### src/rtl/readback_pkg.sv
// -----------------------------------------------------------------------------
// readback_pkg
// Shared types and defaults for the register-bank readback engine.
//   rb_state_t : readback FSM state encoding
//   RB_DATA_W  : default bank word width
// -----------------------------------------------------------------------------
package readback_pkg;

   localparam int RB_DATA_W = 24;

   typedef enum logic [2:0] {
      IDLE    = 3'd0,
      ISSUE   = 3'd1,
      CAPTURE = 3'd2,
      PRESENT = 3'd3,
      DONE    = 3'd4
   } rb_state_t;

endpackage : readback_pkg

### src/rtl/readback_parity.sv
// -----------------------------------------------------------------------------
// readback_parity
// Even parity of one bank word (XOR reduction). Purely combinational.
// Ports:
//   data_i  in  N  word to protect
//   par_o   out 1  XOR of all bits of data_i
// -----------------------------------------------------------------------------
module readback_parity #(
   parameter int N = 24
) (
   input  logic [N-1:0] data_i,
   output logic         par_o
);

   assign par_o = ^data_i;

endmodule : readback_parity

### src/rtl/reg_readback.sv
// -----------------------------------------------------------------------------
// reg_readback
// Walks a contiguous range of register-bank entries and streams each word out
// on a valid/ready interface. One read per entry, final word flagged with
// out_last, followed by a one-cycle done pulse.
//
// Optional feature: define READBACK_PARITY_EN to add out_par, the even parity
// of out_data, registered together with the data word.
//
// Ports:
//   clk        in   1         rising-edge clock
//   rst        in   1         synchronous active-high reset
//   start      in   1         begin a readback (honoured only when idle)
//   base_addr  in   ADDR_W    first entry, latched at start
//   count      in   ADDR_W+1  number of entries, latched at start
//   rd_en      out  1         bank read strobe
//   rd_addr    out  ADDR_W    bank read address (0 when rd_en is low)
//   rd_data    in   N         bank data, one cycle after rd_en
//   out_data   out  N         current word
//   out_valid  out  1         out_data is valid
//   out_ready  in   1         consumer accepts the word
//   out_last   out  1         current word is the final one
//   busy       out  1         engine is not idle
//   done       out  1         one-cycle pulse after the final handshake
//   out_par    out  1         parity of out_data (READBACK_PARITY_EN only)
// -----------------------------------------------------------------------------
module reg_readback
   import readback_pkg::*;
#(
   parameter int N      = RB_DATA_W,
   parameter int NREGS  = 16,
   // Derived from NREGS; leave at its default.
   parameter int ADDR_W = $clog2(NREGS)
) (
   input  logic              clk,
   input  logic              rst,
   input  logic              start,
   input  logic [ADDR_W-1:0] base_addr,
   input  logic [ADDR_W:0]   count,
   output logic              rd_en,
   output logic [ADDR_W-1:0] rd_addr,
   input  logic [N-1:0]      rd_data,
   output logic [N-1:0]      out_data,
   output logic              out_valid,
   input  logic              out_ready,
   output logic              out_last,
   output logic              busy,
   output logic              done
`ifdef READBACK_PARITY_EN
   ,
   output logic              out_par
`endif
);

   localparam logic [ADDR_W:0]   MAX_CNT  = (ADDR_W+1)'(NREGS);
   localparam logic [ADDR_W:0]   ONE_CNT  = (ADDR_W+1)'(1);
   localparam logic [ADDR_W-1:0] LAST_PTR = ADDR_W'(NREGS - 1);

   rb_state_t         state_q, state_d;
   logic [ADDR_W-1:0] ptr_q,   ptr_d;
   logic [ADDR_W:0]   rem_q,   rem_d;
   logic [N-1:0]      data_q,  data_d;
   logic              valid_q, valid_d;
   logic              last_q,  last_d;

   logic              handshake;

   assign handshake = valid_q && out_ready;

   // NOTE: every signal assigned in an always_comb gets a default first, so
   // no path through the case statement leaves one unassigned (no latches).
   always_comb begin
      state_d = state_q;
      ptr_d   = ptr_q;
      rem_d   = rem_q;
      data_d  = data_q;
      valid_d = valid_q;
      last_d  = last_q;

      unique case (state_q)
         IDLE: begin
            if (start) begin
               ptr_d   = base_addr;
               // A burst never reads more than the whole bank.
               rem_d   = (count > MAX_CNT) ? MAX_CNT : count;
               state_d = (count == '0) ? DONE : ISSUE;
            end
         end
         ISSUE: begin
            state_d = CAPTURE;
         end
         CAPTURE: begin
            data_d  = rd_data;
            valid_d = 1'b1;
            last_d  = (rem_q == ONE_CNT);
            state_d = PRESENT;
         end
         PRESENT: begin
            if (handshake) begin
               valid_d = 1'b0;
               last_d  = 1'b0;
               rem_d   = rem_q - ONE_CNT;
               // Wrap at the bank size, which need not be a power of two.
               ptr_d   = (ptr_q == LAST_PTR) ? '0 : ptr_q + ADDR_W'(1);
               state_d = (rem_q == ONE_CNT) ? DONE : ISSUE;
            end
         end
         DONE: begin
            state_d = IDLE;
         end
         default: begin
            state_d = IDLE;
         end
      endcase
   end

   // NOTE: sequential state is updated with non-blocking assignments so all
   // registers see the pre-edge values of each other.
   always_ff @(posedge clk) begin
      if (rst) begin
         state_q <= IDLE;
         ptr_q   <= '0;
         rem_q   <= '0;
         data_q  <= '0;
         valid_q <= 1'b0;
         last_q  <= 1'b0;
      end else begin
         state_q <= state_d;
         ptr_q   <= ptr_d;
         rem_q   <= rem_d;
         data_q  <= data_d;
         valid_q <= valid_d;
         last_q  <= last_d;
      end
   end

   // Read strobe and address are decodes of registered state only, so the
   // bank port never sees a combinational path from the stream inputs.
   assign rd_en   = (state_q == ISSUE);
   assign rd_addr = rd_en ? ptr_q : '0;

   assign out_data  = data_q;
   assign out_valid = valid_q;
   assign out_last  = last_q;
   assign busy      = (state_q != IDLE);
   assign done      = (state_q == DONE);

`ifdef READBACK_PARITY_EN
   logic par_next;
   logic par_q;

   readback_parity #(.N(N)) u_parity (
      .data_i (rd_data),
      .par_o  (par_next)
   );

   // Captured on the same edge as out_data, so it tracks the held word.
   always_ff @(posedge clk) begin
      if (rst) begin
         par_q <= 1'b0;
      end else if (state_q == CAPTURE) begin
         par_q <= par_next;
      end
   end

   assign out_par = par_q;
`endif

endmodule : reg_readback

### config.mk
export PLATFORM = sky130hd
export DESIGN_NAME = reg_readback
export DESIGN_NICKNAME = d
export VERILOG_FILES = /design/src/rtl/readback_pkg.sv /design/src/rtl/readback_parity.sv /design/src/rtl/reg_readback.sv
export SDC_FILE = /design/constraint.sdc
export NUM_CORES = 1
export LEC_CHECK = 0
export ABC_AREA = 1
export BUFFER_PORTS_ARGS = -buffer_cell sky130_fd_sc_hd__buf_4
export CAP_MARGIN = 40
export CORE_MARGIN = 4
export CORE_UTILIZATION = 43
export DETAILED_ROUTE_END_ITERATION = 12
export GPL_ROUTABILITY_DRIVEN = 0
export PLACE_DENSITY = 0.75
export SYNTH_ARGS = -nofsm -noshare
export SYNTH_HDL_FRONTEND = slang
export SYNTH_SLANG_ARGS = --single-unit
export TNS_END_PERCENT = 50
### constraint.sdc
create_clock -name clk -period 1.4 [get_ports clk]
set_clock_uncertainty 0.15 [all_clocks]
set_input_delay 0.07 -clock clk [delete_from_list [all_inputs] [get_ports clk]]
set_output_delay 0.07 -clock clk [all_outputs]
set_load 0.005 [all_outputs]
**After elaboration in Yosys (flattened, before gate mapping)**

Index checks and enable logic that the tools add are counted.

- Register bits after elaboration: 38
- Bits in latches: 0
- Memory bits (writable): 0
- Memory bits (read-only): 0
- Memories kept: 0

- Add/sub/neg operators: 2
- $mul: 0
- Divide/modulo/power cells: 0
- $lt $le $gt $ge: 1
- Equality and inequality tests: 8
- Shift-type cells: 0
- Muxes and demuxes: 17
- Bitwise operators: 0
- Reductions and logical operators: 9

Operator list:

| cell | count |
|---|---|
| $mux 4 | 4 |
| $mux 5 | 3 |
| $mux 3 | 4 |
| $pmux 3 s4 | 1 |
| $pmux 5 s2 | 1 |
| $pmux 4 s2 | 1 |
| $eq 3x2->1 const B | 2 |
| $eq 5x1->1 const B | 1 |
| $gt 5x5->1 const B | 1 |
| $logic_not 5->1 | 1 |
| $sub 5x1->5 const B | 1 |
| $add 4x1->4 const B | 1 |
| $eq 4x4->1 const B | 1 |
| $ne 2x2->1 const B | 2 |
| $pmux 1 s2 | 2 |
| $reduce_and 2->1 | 2 |
| $reduce_bool 2->1 | 2 |
| $eq 3x1->1 const B | 1 |
| $eq 3x3->1 const B | 1 |
| $logic_not 3->1 | 1 |
| $reduce_and 3->1 | 1 |
| $reduce_bool 3->1 | 1 |
| $logic_and 1x1->1 | 1 |
| $mux 1 | 1 |

**Logic depth before layout (Yosys ltp)**

Gate-level depths: netlist of run 1.

- Depth after elaboration: 4
- Mapped depth: 8
- Gate-level depth less buffers: 8

**Worst setup path after synthesis of run 1**

OpenSTA, ideal clock, no wires.

- Path type: reg2reg
- Start: register state_q[2]
- End: register data_q[10] (netlist: out_data[10])
- Arrival: 1117 ps
- Required time: 1134 ps
- Path slack: 17 ps
- Stages on the path, launching flop included: 7
- Clock period less this slack: 1383 ps
- Cell sequence: dfxtp_1 nor2_2 nand2_1 buf_4 buf_2 o21ai_0 nor2_1

- Cells in the longest elaborated chain, start to end: 1

Ends and longest elaborated chain:

| element | line | text |
|---|---|---|
| start, declared | reg_readback.sv:59 | `rb_state_t state_q, state_d;` |
| start signal, assigned | reg_readback.sv:128 | `state_q <= state_d;` |
| $eq 3x2->1 | reg_readback.sv:80 | `unique case (state_q)` |
| end signal, assigned | reg_readback.sv:131 | `data_q <= data_d;` |
| end, declared | reg_readback.sv:62 | `logic [N-1:0] data_q, data_d;` |

Every way passes these cells.
A chain may end at the register's enable or synchronous reset.

**Final worst setup path of run 1**

- Start: register state_q[0]
- End: output port rd_addr[2]

- Cells in the longest elaborated chain, start to end: 2

Ends and longest elaborated chain:

| element | line | text |
|---|---|---|
| $eq 3x1->1 | reg_readback.sv:139 | `assign rd_en = (state_q == ISSUE);` |
| $mux 4 | reg_readback.sv:140 | `assign rd_addr = rd_en ? ptr_q : '0;` |
| end, declared | reg_readback.sv:41 | `output logic [ADDR_W-1:0] rd_addr,` |

Every way passes these cells.

==> results of run 1 <==
[registers in the layout, summed over array words and instances, names as in the netlist]
name and cells:
out_valid 1, out_last 1, rem_q 5, ptr_q 4
out_data 24, state_q 3
[cell type report]
cell class,instances,area share (%)
clock inverter,1,1.028
multi-input combinational,178,32.38
sequential,38,26.47
tap,50,2.141
inverter,20,2.869
clock buffer,7,2.612
timing repair buffer,113,32.51
[cell families after synthesis]
| family | after synthesis | share of synthesized area [%] |
|---|---|---|
| and+or+nand+nor | 128 | 34.35 |
| AOI/OAI and AO/OA | 46 | 13.64 |
| buffers and inverters | 29 | 6.925 |
| adders and majority gates | 3 | 2.120 |
| DFF | 38 | 42.97 |
[worst min-delay path by stage]
stage / start / cells past startpoint / slack [ns] / end
2_1_floorplan: rst / 1 / -0.02 / rem_q[4]$_SDFFE_PP0P_
4_1_cts: count[0] / 5 / 0.0006 / rem_q[0]$_SDFFE_PP0P_
3_3_place_gp: rst / 2 / 0.14 / rem_q[4]$_SDFFE_PP0P_
6_report: count[0] / 5 / 0.01 / rem_q[0]$_SDFFE_PP0P_
5_1_grt: count[2] / 5 / 0.03 / rem_q[2]$_SDFFE_PP0P_
3_5_place_dp: rst / 2 / 0.14 / rem_q[4]$_SDFFE_PP0P_
[layout by cell type, fill, tap and decap left out, drive strengths merged, types with 3 or more instances in the layout]
cell type	instances
nand3	18
dlygate4sd3	28
a21oi	4
nor2	78
clkbuf	7
nand2	30
o21ai	39
ha	3
buf	85
inv	19
dfxtp	38
[report_power, final]
part	switching (mW)	internal [mW]	total, mW
Clock	0.362	0.533	0.895
Combinational	1.13	1.06	2.18
Sequential	0.216	1.40	1.61
Total	1.71	2.98	4.69
[critical path, stage by stage, from the launching register on]
cell,delay [ns]
dfxtp_4,0.38
buf_6,0.12
nand3_4,0.11
nor2_1,0.11
buf_4,0.12
[routing by layer]
layer | share of wire [%] | routed length (um) | track usage (%) | vias up
li1 | - | - | - | 1008
met1 | 41 | 2053 | 22.52 | 884
met2 | 50 | 2523 | 33.47 | 69
met3 | 7.1 | 358 | 5.263 | 8
met4 | 1.6 | 78 | 6.263 | 0
met5 | 0 | 0 | 0 | -
[per-stage QoR]
| stage | setup WS [ns] | TNS [ns] | power, mW | instances |
|---|---|---|---|---|
| after floorplan | 0.01746 | 0 | 2.721 | 244 |
| after global placement | -0.01162 | -0.01162 | 3.505 | 370 |
| after detailed placement | -0.04118 | -0.07199 | 3.534 | 370 |
| after CTS | 0.005988 | 0 | 4.543 | 406 |
| after global routing | -0.05301 | -0.3321 | 5.045 | 407 |
| final | 0.04404 | 0 | 4.691 | 407 |
[repair_timing]
item | 4_1_cts | 5_1_grt
pin swaps | 0 | 4
endpoints found under the setup margin | 20 | 40
buffers inserted | 0 | 0
hold endpoints to repair | 32 | 0
gates cloned | 0 | 1
gates resized for setup | 10 | 24
hold buffers | 28 | 0
==> impl_metrics.env, run 1 <==
export IMPL_run_status="complete, no violations"
export IMPL_hold_viol_final=0
export IMPL_fin_util_pct=73.04
export IMPL_setup_viol=0
export IMPL_grt_pass1_vias=1739
export IMPL_die_x_um=72.17
export IMPL_drv_cap=0
export IMPL_critPathLaunchType="flip-flop"
export IMPL_clkLatencyLatePin_ns=0.29
export IMPL_synth_area_leader_cell="dfxtp_1"
export IMPL_worstPathMaxFanout=6
export IMPL_multi_input_area_um2=945.9
export IMPL_netlist_top_cells_area="dfxtp_1 (43%), nor2_1 (16%), o21ai_0 (9.9%)"
export IMPL_grt_first_pass_wirelength_um=7838
export IMPL_rsz0062_at_grt="yes"
export IMPL_ys_seq_area_share_pct=42.97
export IMPL_final_area_um2=2922
export IMPL_seqCellArea_um2=773.2
export IMPL_synthMostInstantiatedCell="nor2_1"
export IMPL_fin_hold_ws_ns=0.01148
export IMPL_nFillCells=300
export IMPL_synth_edff_count=0
export IMPL_reg2regPathDepth=5
export IMPL_worst_ir_drop_vdd_mv=1.153
export IMPL_cts_path_max_buffers=2
export IMPL_io_buffers=69
export IMPL_cts_root_buf="clkbuf_8"
export IMPL_cts_sinks=38
export IMPL_hold_class="in2reg"
export IMPL_routedWlPerCell_um=12.32
export IMPL_synthToLayoutAreaGrowth_pct=65.02
export IMPL_h_tree_depth=2
export IMPL_dieArea_um2=5208
export IMPL_fmax_mhz=737.5
export IMPL_synth_seq_cells=38
export IMPL_final_layout_size_suffix_gt1_share_pct=34.45
export IMPL_report_final_slew_viol_count=0
export IMPL_r2r_start="state_q[0]$_SDFFE_PP0P_"
export IMPL_die_height_um=72.17
export IMPL_cts_buffers=5
export IMPL_critPathCapture="rd_addr[2]"
export IMPL_dr_pass1_iters=4
export IMPL_vias=1969
export IMPL_powerDensity_nw_per_um2=1605
export IMPL_crit_required_ns=1.18
export IMPL_worstMarginPinSlew_ns=0.2037
export IMPL_cts_tree="done"
export IMPL_dominantRegCellSynth="dfxtp_1"
export IMPL_rows=23
export IMPL_synth_avg_cell_area_um2=7.256
export IMPL_ys_warn_count=0
export IMPL_insertedDiodeCount=0
export IMPL_ant_nets=0
export IMPL_crit_type="reg2out"
export IMPL_syn_inst=244
export IMPL_ys_types=27
export IMPL_overflow=0
export IMPL_p_leak_nw=1.346
export IMPL_crit_path_start="state_q[0]$_SDFFE_PP0P_"
export IMPL_post_route_drc_count=0
export IMPL_cp_arrival_ns=1.14
export IMPL_finalCritPeriodShare_pct=96.85
export IMPL_regToRegEndpoint="out_data[20]$_SDFFE_PP0P_"
export IMPL_synth_commonest_cells="nor2_1 (74), dfxtp_1 (38), o21ai_0 (35)"
export IMPL_slew_headroom_pct=86.32
export IMPL_synth_area_um2=1770
export IMPL_critPathCaptureType="primary output"
export IMPL_routed_via_density=4.838
export IMPL_r2r_slack_ns=0.05
export IMPL_clkSlewWorstSetupHoldPaths_ns=0.07
export IMPL_synth_top_area_share_pct=42.97
export IMPL_antenna_found_initial=0
export IMPL_async_reset_ff_share_pct=0
export IMPL_synth_net_count=284
export IMPL_grt_max_degree=15
export IMPL_core_um2=4000
export IMPL_io_pins=70
export IMPL_place_area_um2=2439
export IMPL_totalWireLength_um=5013
export IMPL_drtIter0Drc=94
export IMPL_layout_min_cycle_time_ns=1.356
export IMPL_groute_usage_overall_pct=19.14
export IMPL_start_util_pct=44.26
export IMPL_nets=396
export IMPL_dp_hpwl_um=3320
(Power assumes the default switching activity.)
==> run 2: changes to the inputs <==
Settings changed: SETUP_SLACK_MARGIN set to 0.15.
==> run 2 against run 1 <==
  * Sequential share of layout area fell by 1.5 points
  * Via count grew 3.9%
  * Power grew 10%
  * Die area did not move
  * Non-clock buffer count rose by 6
==> impl_metrics.env, run 2 (synthesized netlist as in run 1, its figures left out) <==
export IMPL_hold_class="in2reg"
export IMPL_nets=402
export IMPL_clkSlewWorstSetupHoldPaths_ns=0.08
export IMPL_totalWireLength_um=5681
export IMPL_p_leak_nw=1.408
export IMPL_clkLatencyLatePin_ns=0.30
export IMPL_rows=23
export IMPL_antenna_found_initial=0
export IMPL_cts_path_max_buffers=2
export IMPL_crit_required_ns=1.48
export IMPL_cp_top_family="simple AND/OR/NAND/NOR gates"
export IMPL_critPathCaptureType="flip-flop"
export IMPL_layout_common_cells="buf_4 (80), nor2_1 (68), dfxtp_1 (33)"
export IMPL_drv_cap=0
export IMPL_mostFrequentLayoutCell="buf_4"
export IMPL_start_util_pct=44.26
export IMPL_cp_slowest_stage_delay_ns=0.43
export IMPL_whs_path_depth=5
export IMPL_vias=2045
export IMPL_dieArea_um2=5208
export IMPL_nFillCells=258
export IMPL_final_area_um2=3108
export IMPL_rsz0062_at_grt="yes"
export IMPL_h_tree_depth=2
export IMPL_dr_pass1_iters=4
export IMPL_slew_headroom_pct=85.38
export IMPL_cp_cell_sequence="nand2_4, nor2_8, nand2_4, nand2_8, inv_8, nand2_8, nor2_1, nor2_1"
export IMPL_grt_max_degree=25
export IMPL_io_pins=70
export IMPL_final_layout_size_suffix_gt1_share_pct=38.57
export IMPL_cts_tree="done"
export IMPL_routed_via_density=4.952
export IMPL_post_route_drc_count=0
export IMPL_fin_tns_setup_ns=0
export IMPL_powerDensity_nw_per_um2=1661
export IMPL_place_area_um2=2426
export IMPL_cts_root_buf="clkbuf_8"
export IMPL_p_total_mw=5.161
export IMPL_groute_usage_overall_pct=21.34
export IMPL_drtIter0Drc=77
export IMPL_cts_buffers=5
export IMPL_worstMarginPinSlew_ns=0.2193
export IMPL_critPathLaunchType="flip-flop"
export IMPL_cp_num_buf_inv=1
export IMPL_report_final_slew_viol_count=0
export IMPL_hold_viol_final=0
export IMPL_dp_hpwl_um=3367
export IMPL_setup_viol=0
export IMPL_fin_util_pct=77.70
export IMPL_ant_nets=0
export IMPL_fin_hold_ws_ns=0.02679
export IMPL_crit_type="reg2reg"
export IMPL_die_x_um=72.17
export IMPL_finalCritPeriodShare_pct=99.24
export IMPL_die_height_um=72.17
export IMPL_synthToLayoutAreaGrowth_pct=75.55
export IMPL_min_to="rem_q[2]$_SDFFE_PP0P_"
export IMPL_reg2regPathDepth=8
export IMPL_regToRegEndpoint="rem_q[0]$_SDFFE_PP0P_"
export IMPL_insertedDiodeCount=0
export IMPL_overflow=0
export IMPL_grt_pass1_vias=1936
export IMPL_routedWlPerCell_um=13.76
export IMPL_layout_min_cycle_time_ns=1.389
export IMPL_run_status="complete, no violations"
export IMPL_r2r_start="state_q[0]$_SDFFE_PP0P_"
export IMPL_cp_arrival_ns=1.47
export IMPL_grt_first_pass_wirelength_um=8838
export IMPL_r2r_slack_ns=0.01
export IMPL_worst_ir_drop_vdd_mv=0.9065
export IMPL_io_buffers=69
export IMPL_worstPathMaxFanout=8
export IMPL_core_um2=4000
export IMPL_slowest_stage="dfxtp_4"
export IMPL_fmax_mhz=719.8
export IMPL_min_from="count[2]"
export IMPL_cts_sinks=38
export IMPL_largest_register_ff_count=24
==> run 2: how the worst max path moves through the flow <==
stage	end	slack, ns	cells after the start	from
after floorplan	ptr_q[2]$_SDFFE_PP0P_	0.12	8	state_q[0]$_SDFFE_PP0P_
after global placement	rem_q[0]$_SDFFE_PP0P_	0.03	7	state_q[1]$_SDFFE_PP0P_
after detailed placement	rem_q[4]$_SDFFE_PP0P_	0.008	8	state_q[0]$_SDFFE_PP0P_
after CTS	rem_q[4]$_SDFFE_PP0P_	0.04	8	state_q[0]$_SDFFE_PP0P_
after global routing	ptr_q[1]$_SDFFE_PP0P_	-0.06	8	state_q[0]$_SDFFE_PP0P_
final	rem_q[0]$_SDFFE_PP0P_	0.01	8	state_q[0]$_SDFFE_PP0P_
==> run 2: layout make-up <==
class / instances / area, um^2 / share of cell area (%)
clock inverter: 1 / 30.03 / 0.9662
inverter: 20 / 95.09 / 3.060
clock buffer: 7 / 107.6 / 3.462
timing repair buffer: 119 / 1032 / 33.21
multi-input combinational: 178 / 1006 / 32.37
tap: 50 / 62.56 / 2.013
sequential: 38 / 774.5 / 24.92
==> run 2: what timing repair did <==
item                                    CTS  global route
buffers inserted                          5             2
pin swaps                                12             4
hold endpoints to repair                 35             0
resized for setup                        17            29
hold buffers                             31             0
endpoints found under the setup margin   34            45
cloned                                    1             1
==> run 2: through the flow <==
step                worst slack (ns)  instances
floorplan                     0.1242        244
global placement             0.03047        365
detailed placement          0.007996        365
CTS                          0.03824        410
global route                -0.06240        413
finish                       0.01070        413
==> run 2: worst register-to-register path: stages, from the launching register on <==
cell and delay [ns]:
dfxtp_4 0.43, nand2_4 0.09, nor2_8 0.16, nand2_4 0.09, nand2_8 0.12, inv_8 0.05
nand2_8 0.09, nor2_1 0.05, nor2_1 0.11
==> run 2: layer usage <==
layer	routed length [um]	global-route usage, %	vias up	part of all wire, %
met5	0	0	-	0
met4	80	6.889	0	1.4
met3	420	4.155	10	7.4
met2	2766	36.70	72	49
met1	2413	26.72	936	42
li1	-	-	1027	-
==> run 2: report_power, final <==
group          switching (mW)  internal [mW]
logic                    1.25           1.15
clock network           0.412          0.688
registers               0.261           1.40
